## src/rtl/mul8_tree_scheduler.sv

```systemverilog
// mul8_tree_scheduler
//   Shares one external, non-stallable, pipelined 8x8 multiplier tree between N
//   requesters. A round-robin arbiter accepts at most one operand pair per cycle,
//   registers it onto tree_a/tree_b and tracks its requester tag through a
//   STAGES-deep valid/tag shift register that mirrors the tree latency. When the
//   tag emerges, tree_prod is captured with it into a DEPTH-entry result FIFO.
//   Issue is credit-gated: in-flight operations plus queued results never exceed
//   DEPTH, so the FIFO cannot overflow even though the tree cannot be stalled.
//
// Ports
//   clk, rst            clock (rising edge), synchronous active-high reset
//   req_valid/a/b       per-requester operand pairs, lane i at bits [8i+7:8i]
//   req_ready           one-hot grant, combinational
//   tree_a/b, tree_valid  registered operands driven to the external tree
//   tree_prod           tree product, valid STAGES cycles after tree_a/b
//   res_valid/ready     result FIFO handshake (pop on valid & ready)
//   res_prod, res_tag   head-of-FIFO product and requester index
//   busy                anything in flight or queued

module mul8_tree_scheduler #(
   parameter int N      = 4,
   parameter int STAGES = 7,
   parameter int DEPTH  = 8,
   parameter int TW     = 2
) (
   input  logic             clk,
   input  logic             rst,
   input  logic [N-1:0]     req_valid,
   input  logic [8*N-1:0]   req_a,
   input  logic [8*N-1:0]   req_b,
   output logic [N-1:0]     req_ready,
   output logic [7:0]       tree_a,
   output logic [7:0]       tree_b,
   output logic             tree_valid,
   input  logic [15:0]      tree_prod,
   output logic             res_valid,
   input  logic             res_ready,
   output logic [15:0]      res_prod,
   output logic [TW-1:0]    res_tag,
   output logic             busy
);

   localparam int CW = $clog2(DEPTH + 1);
   localparam int PW = (DEPTH > 1) ? $clog2(DEPTH) : 1;
   localparam logic [CW:0]   DEPTH_C  = (CW + 1)'(DEPTH);
   localparam logic [PW-1:0] LAST_PTR = PW'(DEPTH - 1);
   localparam logic [TW-1:0] LAST_REQ = TW'(N - 1);

   typedef struct packed {
      logic [15:0]   prod;
      logic [TW-1:0] tag;
   } entry_t;

   // Arbitration / issue state
   logic [TW-1:0]     rr_ptr_q, rr_ptr_d;
   logic [7:0]        tree_a_q, tree_b_q;
   logic [TW-1:0]     tree_tag_q;
   logic              tree_valid_q;

   // Tag pipeline shadowing the tree latency
   logic [STAGES-1:0] sr_valid_q;
   logic [TW-1:0]     sr_tag_q [STAGES];

   // Credit counters and result FIFO
   logic [CW-1:0]     inflight_q, inflight_d;
   logic [CW-1:0]     occ_q, occ_d;
   logic [PW-1:0]     wr_ptr_q, rd_ptr_q;
   entry_t            mem [DEPTH];

   logic [7:0]        a_lane [N];
   logic [7:0]        b_lane [N];
   logic [TW-1:0]     grant_idx;
   logic              can_issue;
   logic              transfer;
   logic              capture;
   logic              pop;
   entry_t            head;

   function automatic logic [PW-1:0] ptr_inc(input logic [PW-1:0] p);
      return (p == LAST_PTR) ? '0 : p + PW'(1);
   endfunction

   // Credits use registered counts only, so a pop frees its slot one cycle later.
   assign can_issue = ({1'b0, inflight_q} + {1'b0, occ_q}) < DEPTH_C;

   always_comb begin
      for (int i = 0; i < N; i++) begin
         a_lane[i] = req_a[8*i +: 8];
         b_lane[i] = req_b[8*i +: 8];
      end
   end

   // Round-robin search starting at rr_ptr; nothing is granted during reset.
   always_comb begin
      logic          found;
      logic [TW-1:0] cand;
      // NOTE: every output of this block is given a default first so no path leaves it unassigned (no latch).
      req_ready = '0;
      grant_idx = '0;
      found     = 1'b0;
      cand      = '0;
      for (int k = 0; k < N; k++) begin
         cand = TW'((int'(rr_ptr_q) + k) % N);
         if (can_issue && !rst && !found && req_valid[cand]) begin
            found            = 1'b1;
            req_ready[cand]  = 1'b1;
            grant_idx        = cand;
         end
      end
   end

   assign transfer = |(req_valid & req_ready);
   assign capture  = sr_valid_q[STAGES-1];
   assign pop      = res_valid & res_ready;

   always_comb begin
      rr_ptr_d = rr_ptr_q;
      if (transfer) begin
         rr_ptr_d = (grant_idx == LAST_REQ) ? '0 : grant_idx + TW'(1);
      end
      inflight_d = inflight_q + CW'(transfer) - CW'(capture);
      occ_d      = occ_q + CW'(capture) - CW'(pop);
   end

   // NOTE: sequential state is updated with non-blocking assignments so every register samples pre-edge values.
   always_ff @(posedge clk) begin
      if (rst) begin
         rr_ptr_q     <= '0;
         tree_a_q     <= '0;
         tree_b_q     <= '0;
         tree_tag_q   <= '0;
         tree_valid_q <= 1'b0;
         sr_valid_q   <= '0;
         for (int k = 0; k < STAGES; k++) sr_tag_q[k] <= '0;
         inflight_q   <= '0;
         occ_q        <= '0;
         wr_ptr_q     <= '0;
         rd_ptr_q     <= '0;
      end else begin
         rr_ptr_q     <= rr_ptr_d;
         tree_valid_q <= transfer;
         if (transfer) begin
            tree_a_q   <= a_lane[grant_idx];
            tree_b_q   <= b_lane[grant_idx];
            tree_tag_q <= grant_idx;
         end
         sr_valid_q[0] <= tree_valid_q;
         sr_tag_q[0]   <= tree_tag_q;
         for (int k = 1; k < STAGES; k++) begin
            sr_valid_q[k] <= sr_valid_q[k-1];
            sr_tag_q[k]   <= sr_tag_q[k-1];
         end
         inflight_q <= inflight_d;
         occ_q      <= occ_d;
         if (capture) wr_ptr_q <= ptr_inc(wr_ptr_q);
         if (pop)     rd_ptr_q <= ptr_inc(rd_ptr_q);
      end
   end

   // NOTE: the storage array is not reset; an entry is only read once the occupancy count marks it valid.
   always_ff @(posedge clk) begin
      if (capture) mem[wr_ptr_q] <= '{prod: tree_prod, tag: sr_tag_q[STAGES-1]};
   end

   assign head       = mem[rd_ptr_q];
   assign res_valid  = (occ_q != '0);
   // Gate the head so an empty FIFO presents zeros instead of stale or uninitialised data.
   assign res_prod   = res_valid ? head.prod : '0;
   assign res_tag    = res_valid ? head.tag  : '0;
   assign tree_a     = tree_a_q;
   assign tree_b     = tree_b_q;
   assign tree_valid = tree_valid_q;
   assign busy       = (inflight_q != '0) || (occ_q != '0);

endmodule

```

## config.mk

```make
export PLATFORM = sky130hd
export DESIGN_NAME = mul8_tree_scheduler
export DESIGN_NICKNAME = d
export VERILOG_FILES = /design/src/rtl/mul8_tree_scheduler.sv
export SDC_FILE = /design/constraint.sdc
export NUM_CORES = 1
export LEC_CHECK = 0
export ABC_CLOCK_PERIOD_IN_PS = 5000
export CORE_UTILIZATION = 55
export DETAILED_ROUTE_END_ITERATION = 10
export PLACE_DENSITY_LB_ADDON = 0.1
export SLEW_MARGIN = 20
export SYNTH_ARGS = -nofsm -noshare
export SYNTH_HDL_FRONTEND = slang
export SYNTH_SLANG_ARGS = --single-unit
```

## constraint.sdc

```tcl
create_clock -name clk -period 5 [get_ports clk]
set_input_delay 1.25 -clock clk [delete_from_list [all_inputs] [get_ports clk]]
set_output_delay 1.25 -clock clk [all_outputs]
set_load 0.03 [all_outputs]
```

==> flow_metrics.env <==
export IMPL_fin_area_mm2=0.0112
export IMPL_synth_compound_gate_area_share=0.0308
export IMPL_yosys_area_share_simple=0.0716
export IMPL_cp_start_kind="input pin"
export IMPL_core_area_mm2=0.0160
export IMPL_start_util=0.566
export IMPL_die_area_mm2=0.0170
export IMPL_wl_per_cell_um=18.5
export IMPL_rr_startpoint="rr_ptr_q[0]$_SDFFE_PP0P_"
export IMPL_drt_iter0_drc=223
export IMPL_syn_nets=695
export IMPL_min_period_ns=4.80
export IMPL_cts_sinks=203
export IMPL_powerDensity_mw_per_mm2=486
export IMPL_fill_cells=1111
export IMPL_fin_tns_setup_ns=0
export IMPL_drc_errors=0
export IMPL_cp_end_kind="output port"
export IMPL_p_sw_w=0.00174
export IMPL_r2r_cells=15
export IMPL_reg2reg_to="inflight_q[2]$_SDFF_PP0_"
export IMPL_synth_common_cells="144 x edfxtp_1, 75 x mux2i_1, 59 x dfxtp_1"
export IMPL_pwr_share_comb=0.367
export IMPL_synth_area_mm2=0.00905
export IMPL_synth_mux_area_frac=0.211
export IMPL_firstDrtPassIters=4
export IMPL_grt_max_degree=54
export IMPL_hold_depth=1
export IMPL_crit_arrival_ns=3.55
export IMPL_fmax_mhz=208
export IMPL_synth_edf_count=144
export IMPL_worstHoldStart="sr_tag_q[4][0]$_SDFF_PP0_"
export IMPL_port_buffer_count=127
export IMPL_globalRouteOverflowTotal=0
export IMPL_rows=46
export IMPL_clockPowerShare=0.273
export IMPL_synth_distinct_cells=54
export IMPL_synth_flop_cell="edfxtp_1"
export IMPL_relSlewSlack=0.315
export IMPL_die_y_um=130
export IMPL_vias=5186
export IMPL_final_setup_skew_ns=0.0161
export IMPL_async_reset_ff_frac=0
export IMPL_crit_type="input pin to output port"
export IMPL_maxCapViolations=0
export IMPL_worst_pin_slew_ns=1.03
export IMPL_cts_hold_buffers=0
export IMPL_antenna_found_initial=0
export IMPL_syn_area_per_cell_um2=15.6
export IMPL_clk_pin_slew_ns=0.06
export IMPL_postLayoutCoreUtil=0.701
export IMPL_drive_gt1_frac=0.178
export IMPL_finalCritPeriodShare=0.961
export IMPL_cts_repair_resized=0
export IMPL_status="finished, final reports clean"
export IMPL_ys_seq_elements=203
export IMPL_dpl_hpwl_mm=11.2
export IMPL_crit_fanout=11
export IMPL_nets=831
export IMPL_critPathRequiredTime_ns=3.75
export IMPL_clkLatencyLatePin_ns=0.48
export IMPL_grt_setup_unrepaired="false"
export IMPL_p_leak_nw=4.15
export IMPL_synthXorXnorAreaFrac=0.00387
export IMPL_ir_drop_uv=326
export IMPL_ys_warn_count=0
export IMPL_syn_inst=580
export IMPL_cts_made_buffers=21
export IMPL_root_buffer="clkbuf_16"
export IMPL_drt_total_wl_mm=17.5
export IMPL_seq_power_share=0.360
export IMPL_drt_vias_per_instance=5.48
export IMPL_ioPinCount=128
export IMPL_switching_share=0.319
export IMPL_hold_path_class="flop to flop"
export IMPL_cts_tree="built"
export IMPL_synth_largest_area_cell="edfxtp_1"
export IMPL_finalSetupViolCount=0
export IMPL_netlist_area_leader_share=0.478
export IMPL_synthToLayoutAreaGrowth_pct=23.9
export IMPL_cp_startpoint="req_valid[3]"
export IMPL_intPower_w=0.00371
export IMPL_globalplace_congestion=0.824
export IMPL_grt_usage=0.210
export IMPL_htreeDepth=1
export IMPL_antenna_left=0
export IMPL_placed_area_mm2=0.0105
export IMPL_fp_dieW_um=130
export IMPL_clockBufferDepth=3
export IMPL_diodes=0
export IMPL_hold_violations=0
export IMPL_yosys_cell_count_top_type="edfxtp_1"
export IMPL_synth_area_leaders="edfxtp_1 48%, dfxtp_1 13%, mux4_2 9.7%"
export IMPL_holdWs_ns=0.433
export IMPL_grt_pass1_wl_mm=27.1
export IMPL_min_to="sr_tag_q[5][0]$_SDFF_PP0_"
export IMPL_post_cts_buffers=0
export IMPL_rrSetupSlack_ns=1.09
export IMPL_synth_seq_area_share=0.608
export IMPL_synthAdderAreaFrac=0.0404
export IMPL_drv_slew=0
export IMPL_synth_top_family_by_area="multiplexers"
export IMPL_first_global_vias=5247
## cells in the final DEF (no fill, tap or decap), drive strengths merged, types with 4 or more instances in the layout
master         netlist  final
clkbuf              14     30
inv                 23     25
buf                 19     24
ha                  26     26
nor2b               25     25
clkinv               0      4
nor3                 5      5
nand2b              23     23
edfxtp             144    144
mux2i               75     75
nor2                41     41
mux4                39     39
a21oi                8      8
nand2               13     13
mux2                22     22
dfxtp               59     59
o21ai                5      5
clkdlybuf4s50        0    122
## final cells by class
| class | instances | area (um^2) | area share |
|---|---|---|---|
| inverter | 23 | 86.3 | 0.00770 |
| multi-input combinational | 321 | 3270 | 0.292 |
| timing repair buffer | 146 | 1420 | 0.127 |
| clock inverter | 7 | 68.8 | 0.00614 |
| sequential | 203 | 5510 | 0.491 |
| tap | 216 | 270 | 0.0241 |
| clock buffer | 30 | 589 | 0.0526 |
## power by group through the flow
stage | clock network, W | logic (W) | registers (W)
2_1_floorplan | 0 | 0.00145 | 0.00203
3_3_place_gp | 0 | 0.00198 | 0.00200
3_5_place_dp | 0 | 0.00202 | 0.00200
4_1_cts | 0.00151 | 0.00203 | 0.00197
5_1_grt | 0.00158 | 0.00216 | 0.00198
6_report | 0.00149 | 0.00200 | 0.00196
## kinds of logic after synthesis
kind of cell	Yosys count
simple gates	119
flops	203
mux	136
compound gates	34
xor+xnor	4
buf+inv	56
fa+ha+maj	28
## per-layer routing
layer / GRT usage / routed length (um) / up-vias
li1: - / - / 2438
met1: 0.255 / 7230 / 2571
met2: 0.387 / 9020 / 152
met3: 0.0422 / 964 / 25
met4: 0.0404 / 238 / 0
met5: 0 / 0 / -
## how the worst max path moves through the flow
stage | to | depth (start not counted) | slack [ns]
after detailed placement | req_ready[3] | 7 | 0.22
after global placement | req_ready[3] | 7 | 0.31
final | req_ready[3] | 7 | 0.20
after CTS | req_ready[3] | 7 | 0.21
after floorplan | inflight_q[2]$_SDFF_PP0_ | 15 | 0.88
after global routing | req_ready[3] | 7 | 0.09
## metrics by stage
stage / cells / power (W) / setup WS [ns]
6_report: 946 / 0.00545 / 0.196
5_1_grt: 946 / 0.00571 / 0.0888
4_1_cts: 945 / 0.00551 / 0.211
3_5_place_dp: 908 / 0.00402 / 0.217
3_3_place_gp: 908 / 0.00398 / 0.311
2_1_floorplan: 580 / 0.00347 / 0.876
## registers in the layout (all words and copies together), names as in the netlist, 3 cells and up, named ones only
register	flops
tree_a	8
sr_tag_q	14
rd_ptr_q	3
wr_ptr_q	3
sr_valid_q	7
inflight_q	4
occ_q	4
mem	144
tree_b	8
## critical path, cell delays in order
cell and delay [ns]:
clkdlybuf4s50_1 0.62, mux4_2 0.61, nand2b_4 0.19, nor3_1 0.39, o2bb2ai_1 0.21, a21o_1 0.12
buf_4 0.15
(Power assumes the default switching activity.)
